**src/rtl/ret_addr_stack_if.sv**
```systemverilog
// Return-address stack port bundle.
// The PC unit drives the master side. The stack drives the slave side.
interface ret_addr_stack_if #(
  parameter int AW    = 32,
  parameter int PTR_W = 3
);
  logic             push;
  logic             pop;
  logic             flush;
  logic [AW-1:0]    push_addr;
  logic [AW-1:0]    top_addr;
  logic             top_valid;
  logic [PTR_W:0]   count;
  logic             full;
  logic             empty;
  logic             overflow;
  logic             underflow;

  modport master (
    output push, pop, flush, push_addr,
    input  top_addr, top_valid, count, full, empty, overflow, underflow
  );

  modport slave (
    input  push, pop, flush, push_addr,
    output top_addr, top_valid, count, full, empty, overflow, underflow
  );
endinterface

```
**src/rtl/ret_addr_stack.sv**
```systemverilog
// Return-address stack: a circular buffer of DEPTH return PCs.
// The top entry is read combinationally so the PC mux can use it in the pop cycle.
// tos and count then move on the following edge.
// A push while full overwrites the oldest entry. A sticky flag records each such loss.
module ret_addr_stack #(
  parameter int DEPTH = 8,
  parameter int PTR_W = 3,
  parameter int AW    = 32
) (
  input logic            clk,
  input logic            rst_n,
  ret_addr_stack_if.slave ras
);

  logic [AW-1:0]  mem_q [DEPTH];
  logic [AW-1:0]  mem_d [DEPTH];
  logic [PTR_W-1:0] tos_q, tos_d;
  logic [PTR_W:0]   cnt_q, cnt_d;
  logic             ovf_q, ovf_d;
  logic             unf_q, unf_d;

  logic [PTR_W-1:0] tos_inc;
  logic [PTR_W-1:0] tos_dec;
  logic [AW-1:0]    wr_addr;
  logic             is_full;
  logic             is_empty;

  assign tos_inc  = tos_q + PTR_W'(1);
  assign tos_dec  = tos_q - PTR_W'(1);
  // Return PCs are word aligned, so the low bits are dropped on store.
  assign wr_addr  = {ras.push_addr[AW-1:2], 2'b00};
  assign is_full  = (cnt_q == (PTR_W+1)'(DEPTH));
  assign is_empty = (cnt_q == '0);

  // Next-state: flush wins, then push/pop combinations.
  always_comb begin
    mem_d = mem_q;
    tos_d = tos_q;
    cnt_d = cnt_q;
    ovf_d = ovf_q;
    unf_d = unf_q;
    if (ras.flush) begin
      // Only the bookkeeping is cleared. Stale entries are never read past count.
      tos_d = '0;
      cnt_d = '0;
    end else if (ras.push && ras.pop && !is_empty) begin
      // Return straight into a call replaces the top in place.
      mem_d[tos_q] = wr_addr;
    end else if (ras.push) begin
      // Push while full wraps onto the oldest slot, which is tos+1.
      tos_d          = tos_inc;
      mem_d[tos_inc] = wr_addr;
      if (is_full) ovf_d = 1'b1;
      else         cnt_d = cnt_q + 1'b1;
      // A pop on empty paired with a push still counts as an underflow.
      if (ras.pop) unf_d = 1'b1;
    end else if (ras.pop) begin
      if (is_empty) begin
        unf_d = 1'b1;
      end else begin
        tos_d = tos_dec;
        cnt_d = cnt_q - 1'b1;
      end
    end
  end

  // State registers. Async reset also clears storage so that top_addr starts at 0.
  always_ff @(posedge clk or negedge rst_n) begin
    if (!rst_n) begin
      for (int i = 0; i < DEPTH; i++) mem_q[i] <= '0;
      tos_q <= '0;
      cnt_q <= '0;
      ovf_q <= 1'b0;
      unf_q <= 1'b0;
    end else begin
      mem_q <= mem_d;
      tos_q <= tos_d;
      cnt_q <= cnt_d;
      ovf_q <= ovf_d;
      unf_q <= unf_d;
    end
  end

  assign ras.top_addr  = mem_q[tos_q];
  assign ras.top_valid = !is_empty;
  assign ras.count     = cnt_q;
  assign ras.full      = is_full;
  assign ras.empty     = is_empty;
  assign ras.overflow  = ovf_q;
  assign ras.underflow = unf_q;

endmodule
```
**src/flat_wrapper.sv**
```systemverilog
// flat-port wrapper written by rule: the top's interface ports become plain ports
module ret_addr_stack_flat 
#(
  parameter int DEPTH = 8,
  parameter int PTR_W = 3,
  parameter int AW    = 32
)
  (clk, rst_n, ras_push, ras_pop, ras_flush, ras_push_addr, ras_top_addr, ras_top_valid, ras_count, ras_full, ras_empty, ras_overflow, ras_underflow);
  ret_addr_stack_if #(.AW(AW), .PTR_W(PTR_W)) ras_i ();
  input logic clk;
  input logic rst_n;
  input wire logic [$bits(ras_i.push)-1:0] ras_push;
  input wire logic [$bits(ras_i.pop)-1:0] ras_pop;
  input wire logic [$bits(ras_i.flush)-1:0] ras_flush;
  input wire logic [$bits(ras_i.push_addr)-1:0] ras_push_addr;
  output wire logic [$bits(ras_i.top_addr)-1:0] ras_top_addr;
  output wire logic [$bits(ras_i.top_valid)-1:0] ras_top_valid;
  output wire logic [$bits(ras_i.count)-1:0] ras_count;
  output wire logic [$bits(ras_i.full)-1:0] ras_full;
  output wire logic [$bits(ras_i.empty)-1:0] ras_empty;
  output wire logic [$bits(ras_i.overflow)-1:0] ras_overflow;
  output wire logic [$bits(ras_i.underflow)-1:0] ras_underflow;
  assign ras_i.push = ras_push;
  assign ras_i.pop = ras_pop;
  assign ras_i.flush = ras_flush;
  assign ras_i.push_addr = ras_push_addr;
  assign ras_top_addr = ras_i.top_addr;
  assign ras_top_valid = ras_i.top_valid;
  assign ras_count = ras_i.count;
  assign ras_full = ras_i.full;
  assign ras_empty = ras_i.empty;
  assign ras_overflow = ras_i.overflow;
  assign ras_underflow = ras_i.underflow;
  ret_addr_stack #(.DEPTH(DEPTH), .PTR_W(PTR_W), .AW(AW)) u_core (.clk(clk), .rst_n(rst_n), .ras(ras_i));
endmodule
```
**config.mk**
```make
export PLATFORM = sky130hd
export DESIGN_NAME = ret_addr_stack_flat
export DESIGN_NICKNAME = d
export VERILOG_FILES = /design/src/rtl/ret_addr_stack_if.sv /design/src/rtl/ret_addr_stack.sv /design/src/flat_wrapper.sv
export SDC_FILE = /design/constraint.sdc
export NUM_CORES = 1
export LEC_CHECK = 0
export ABC_CLOCK_PERIOD_IN_PS = 4860
export BUFFER_PORTS_ARGS = -buffer_cell sky130_fd_sc_hd__clkbuf_2
export CAP_MARGIN = 20
export CORE_AREA = 2 2 143 145
export DETAILED_ROUTE_END_ITERATION = 12
export DIE_AREA = 0 0 145 147
export PLACE_DENSITY = 0.79
export SYNTH_ARGS = -nofsm -noshare
export SYNTH_HDL_FRONTEND = slang
export SYNTH_SLANG_ARGS = --single-unit
```
**constraint.sdc**
```tcl
create_clock -name clk -period 4.86 [get_ports clk]
set_clock_uncertainty 0.1 [all_clocks]
set_input_delay 0.972 -clock clk [delete_from_list [all_inputs] [get_ports clk]]
set_output_delay 0.972 -clock clk [all_outputs]
set_load 0.01 [all_outputs]
```
==> flow_summary.yaml <==
cts:
  cts_sinks: 249
  cts.path.max_buffers: 3
  cts_resized: 0
  h-tree-depth: 1
  numCtsBuffers: 25
  cts_setup_buffers: 0
  clkTransAtPathRegs_ns: 0.06
  clkLatencyLatePin_ns: 0.51
  root_buffer: "clkbuf_16"
  cts_tree: "done"
  cts.hold.buffers_added: 0
synth:
  synth_area_leaders: "dfrtp_1, mux2_2, mux4_2, mux2_1, nand2_1"
  ys_ff_latch: 249
  synth.avg_cell_area_um2: 14.41
  netlist_instances: 812
  synth_cell_types: 54
  synthArstFlopShare_pct: 100.0
  synth_top_area_share_pct: 53.25
  synth_top_family_by_area: "multiplexers"
  ys_seq_area_share_pct: 53.25
  synth_mux_area_share_pct: 33.39
  synth_compound_gate_area_share_pct: 4.395
  synth_xor_area_share_pct: 0.5240
  synth_warnings: 0
  synth_largest_area_cell: "dfrtp_1"
  ys.flop_type: "dfrtp_1"
  synth_fa_ha_area_share_pct: 0.5988
  synth_area_mm2: 0.01170
  synth_edf_count: 0
  synth-simple-area-share_pct: 4.256
route:
  dr.pass1.iters: 4
  via_count: 6983
  vias_per_cell: 5.994
  wl_per_cell_um: 21.29
  wirelength_um: 24800
  ant_nets: 0
  first_iter_violations: 497
  drc: 0
grt:
  grt_overflow: 0
  busiest_layer: "met2"
  grt_first_pass_wirelength_um: 41160
  grt_pass1_vias: 7455
  antenna_found_initial: 0
  grt_util_met1_pct: 34.40
  grtUsageTotal_pct: 24.33
  grt_max_degree: 99
  grt_use_met3_pct: 3.820
  grt_util_met2_pct: 40.12
power_and_ir_drop:
  p_sw_share_pct: 32.22
  ir_drop_v: 0.0003308
  leakage_nw: 6.025
  power_switching_mw: 2.791
  p_int_mw: 5.871
  powerDensity_mw_per_mm2: 658.8
  pwr-share-clk_pct: 22.5
  p_comb_share_pct: 35.8
  sequentialPowerShare_pct: 41.7
die:
  die-area_mm2: 0.02132
  rows: 52
  die_h_um: 147
  core-area_mm2: 0.01984
  die_w_um: 145
  ios: 78
  start_util_pct: 58.97
sta:
  fmax_mhz: 241.0
  relSlewSlack_pct: 27.58
  final_max_slew_viol_count: 0
  finalCriticalPeriod_ns: 4.150
  tightest_slew_ns: 1.086
  fin_crit_sh_pct: 85.38
  final.setup.tns_ns: 0
  hold_violations: 0
  finalSetupViolations: 0
  fin_ws_ns: 0.7105
  rsz0062_at_grt: "false"
critical_path:
  worst-setup-path-type: "reg -> out"
  crit_required_ns: 3.79
  r2r_slack_ns: 1.32
  r2r-end: "u_core.mem_q[2]"
  crit_arrival_ns: 3.08
  ff2ff_path_depth: 6
  critical_path.startpoint_type: "flop"
  r2r-start: "u_core.tos_q[1]"
  worstSetupEndpointType: "output port"
  worstPathMaxFanout: 73
placement:
  dp_hpwl_um: 14450
  pre_cts_slack_ns: 1.276
  gp_congestion: 0.7378
  io_buffers: 73
min_path:
  worstHoldPathCells: 1
  min-delay-start: "u_core.ras.overflow"
  holdPathEnd: "u_core.ras.overflow"
  hp-class: "reg -> reg"
run:
  maxCapViolations: 0
layout:
  drive_above_1_share_pct: 43.58
  area_growth_pct: 12.37
  final_nets: 919
  antennaDiodeCount: 0
run_status:
  status: "finished clean"
[routing by layer]
layer	part of all wire (%)	vias up
met3	5.0	37
li1	-	3116
met1	44	3674
met2	49	156
met4	1.9	0
met5	0	-
[cell families after synthesis]
logic type                 count (synthesis)
xor gates and xnor gates                   7
DFF                                      249
muxes                                    309
buffers and inverters                     63
adders and majority gates                  5
AOI/OAI and AO/OA                         63
other                                      1
and+or+nand+nor                          115
[how the worst max path moves through the flow]
stage                               start                to  slack [ns]  cells after the start
after floorplan           u_core.tos_q[0]  u_core.mem_q[66]        1.89                     10
after global placement    u_core.tos_q[2]  ras_top_addr[25]        1.29                      5
after detailed placement  u_core.tos_q[2]  ras_top_addr[25]        1.28                      5
after CTS                 u_core.tos_q[2]  ras_top_addr[25]        0.73                      5
after global routing      u_core.tos_q[2]  ras_top_addr[25]        0.67                      5
final                     u_core.tos_q[2]  ras_top_addr[25]        0.71                      5
[cells in the final DEF, fill, tap and decap left out, drive strengths merged, types with 7 or more instances in the layout]
master,synthesis,routed
buf,46,20
o21ai,8,8
clkbuf,9,107
mux2,251,251
a21oi,12,12
nor2,22,22
a22oi,8,8
mux2i,18,18
mux4,40,40
nand2,66,66
clkinv,1,8
inv,7,7
dfrtp,249,249
[flip-flops by register name (all words and copies together), names as in the netlist]
signal,flops
u_core.tos_q,3
u_core.ras.overflow,1
u_core.ras.count,4
u_core.ras.underflow,1
u_core.mem_q,240
[cell type report]
type / count / area, um^2
Multi-Input combinational cell: 501 / 5135
Clock inverter: 10 / 125.1
Sequential cell: 249 / 6240
Inverter: 8 / 30.03
Fill cell: 1392 / 6695
Timing Repair Buffer: 92 / 568.0
Clock buffer: 35 / 713.2
Tap cell: 270 / 337.8
[power by group through the flow]
stage,sequential (mW),clock (mW),combinational [mW]
final,3.61,1.95,3.10
after global routing,3.73,2.07,3.39
after global placement,3.57,0,3.01
after floorplan,3.32,0,2.44
after detailed placement,3.62,0,3.10
after CTS,3.61,1.98,3.14
[critical path: stages, from the launching register on]
cell	delay (ns)
dfrtp_4	1.14
nor2_1	0.47
a22oi_1	0.33
o22ai_1	0.11
a221o_1	0.33
clkbuf_2	0.15
[synthesized netlist by cell type, drive strengths merged, types with 6 or more instances]
cell type and n:
xnor2 6, nor2 22, a21oi 12, clkbuf 9, mux2 251, inv 7
mux2i 18, o2bb2ai 6, mux4 40, o21ai 8, nand3 6, a22oi 8
dfrtp 249, buf 46, nand2 66
[stage by stage]
stage | area, um^2 | cells | util, % | power [mW] | hold slack [ns]
after detailed placement | 12310 | 1120 | 62.04 | 6.726 | 0.3496
final | 13150 | 1165 | 66.26 | 8.662 | 0.3586
after global routing | 13150 | 1165 | 66.26 | 9.188 | 0.3987
after floorplan | 11710 | 813 | - | 5.760 | 0.3522
after global placement | 12310 | 1120 | 62.04 | 6.583 | 0.3413
after CTS | 13150 | 1165 | 66.26 | 8.721 | 0.3637
Power figures use the tool's default switching activity.
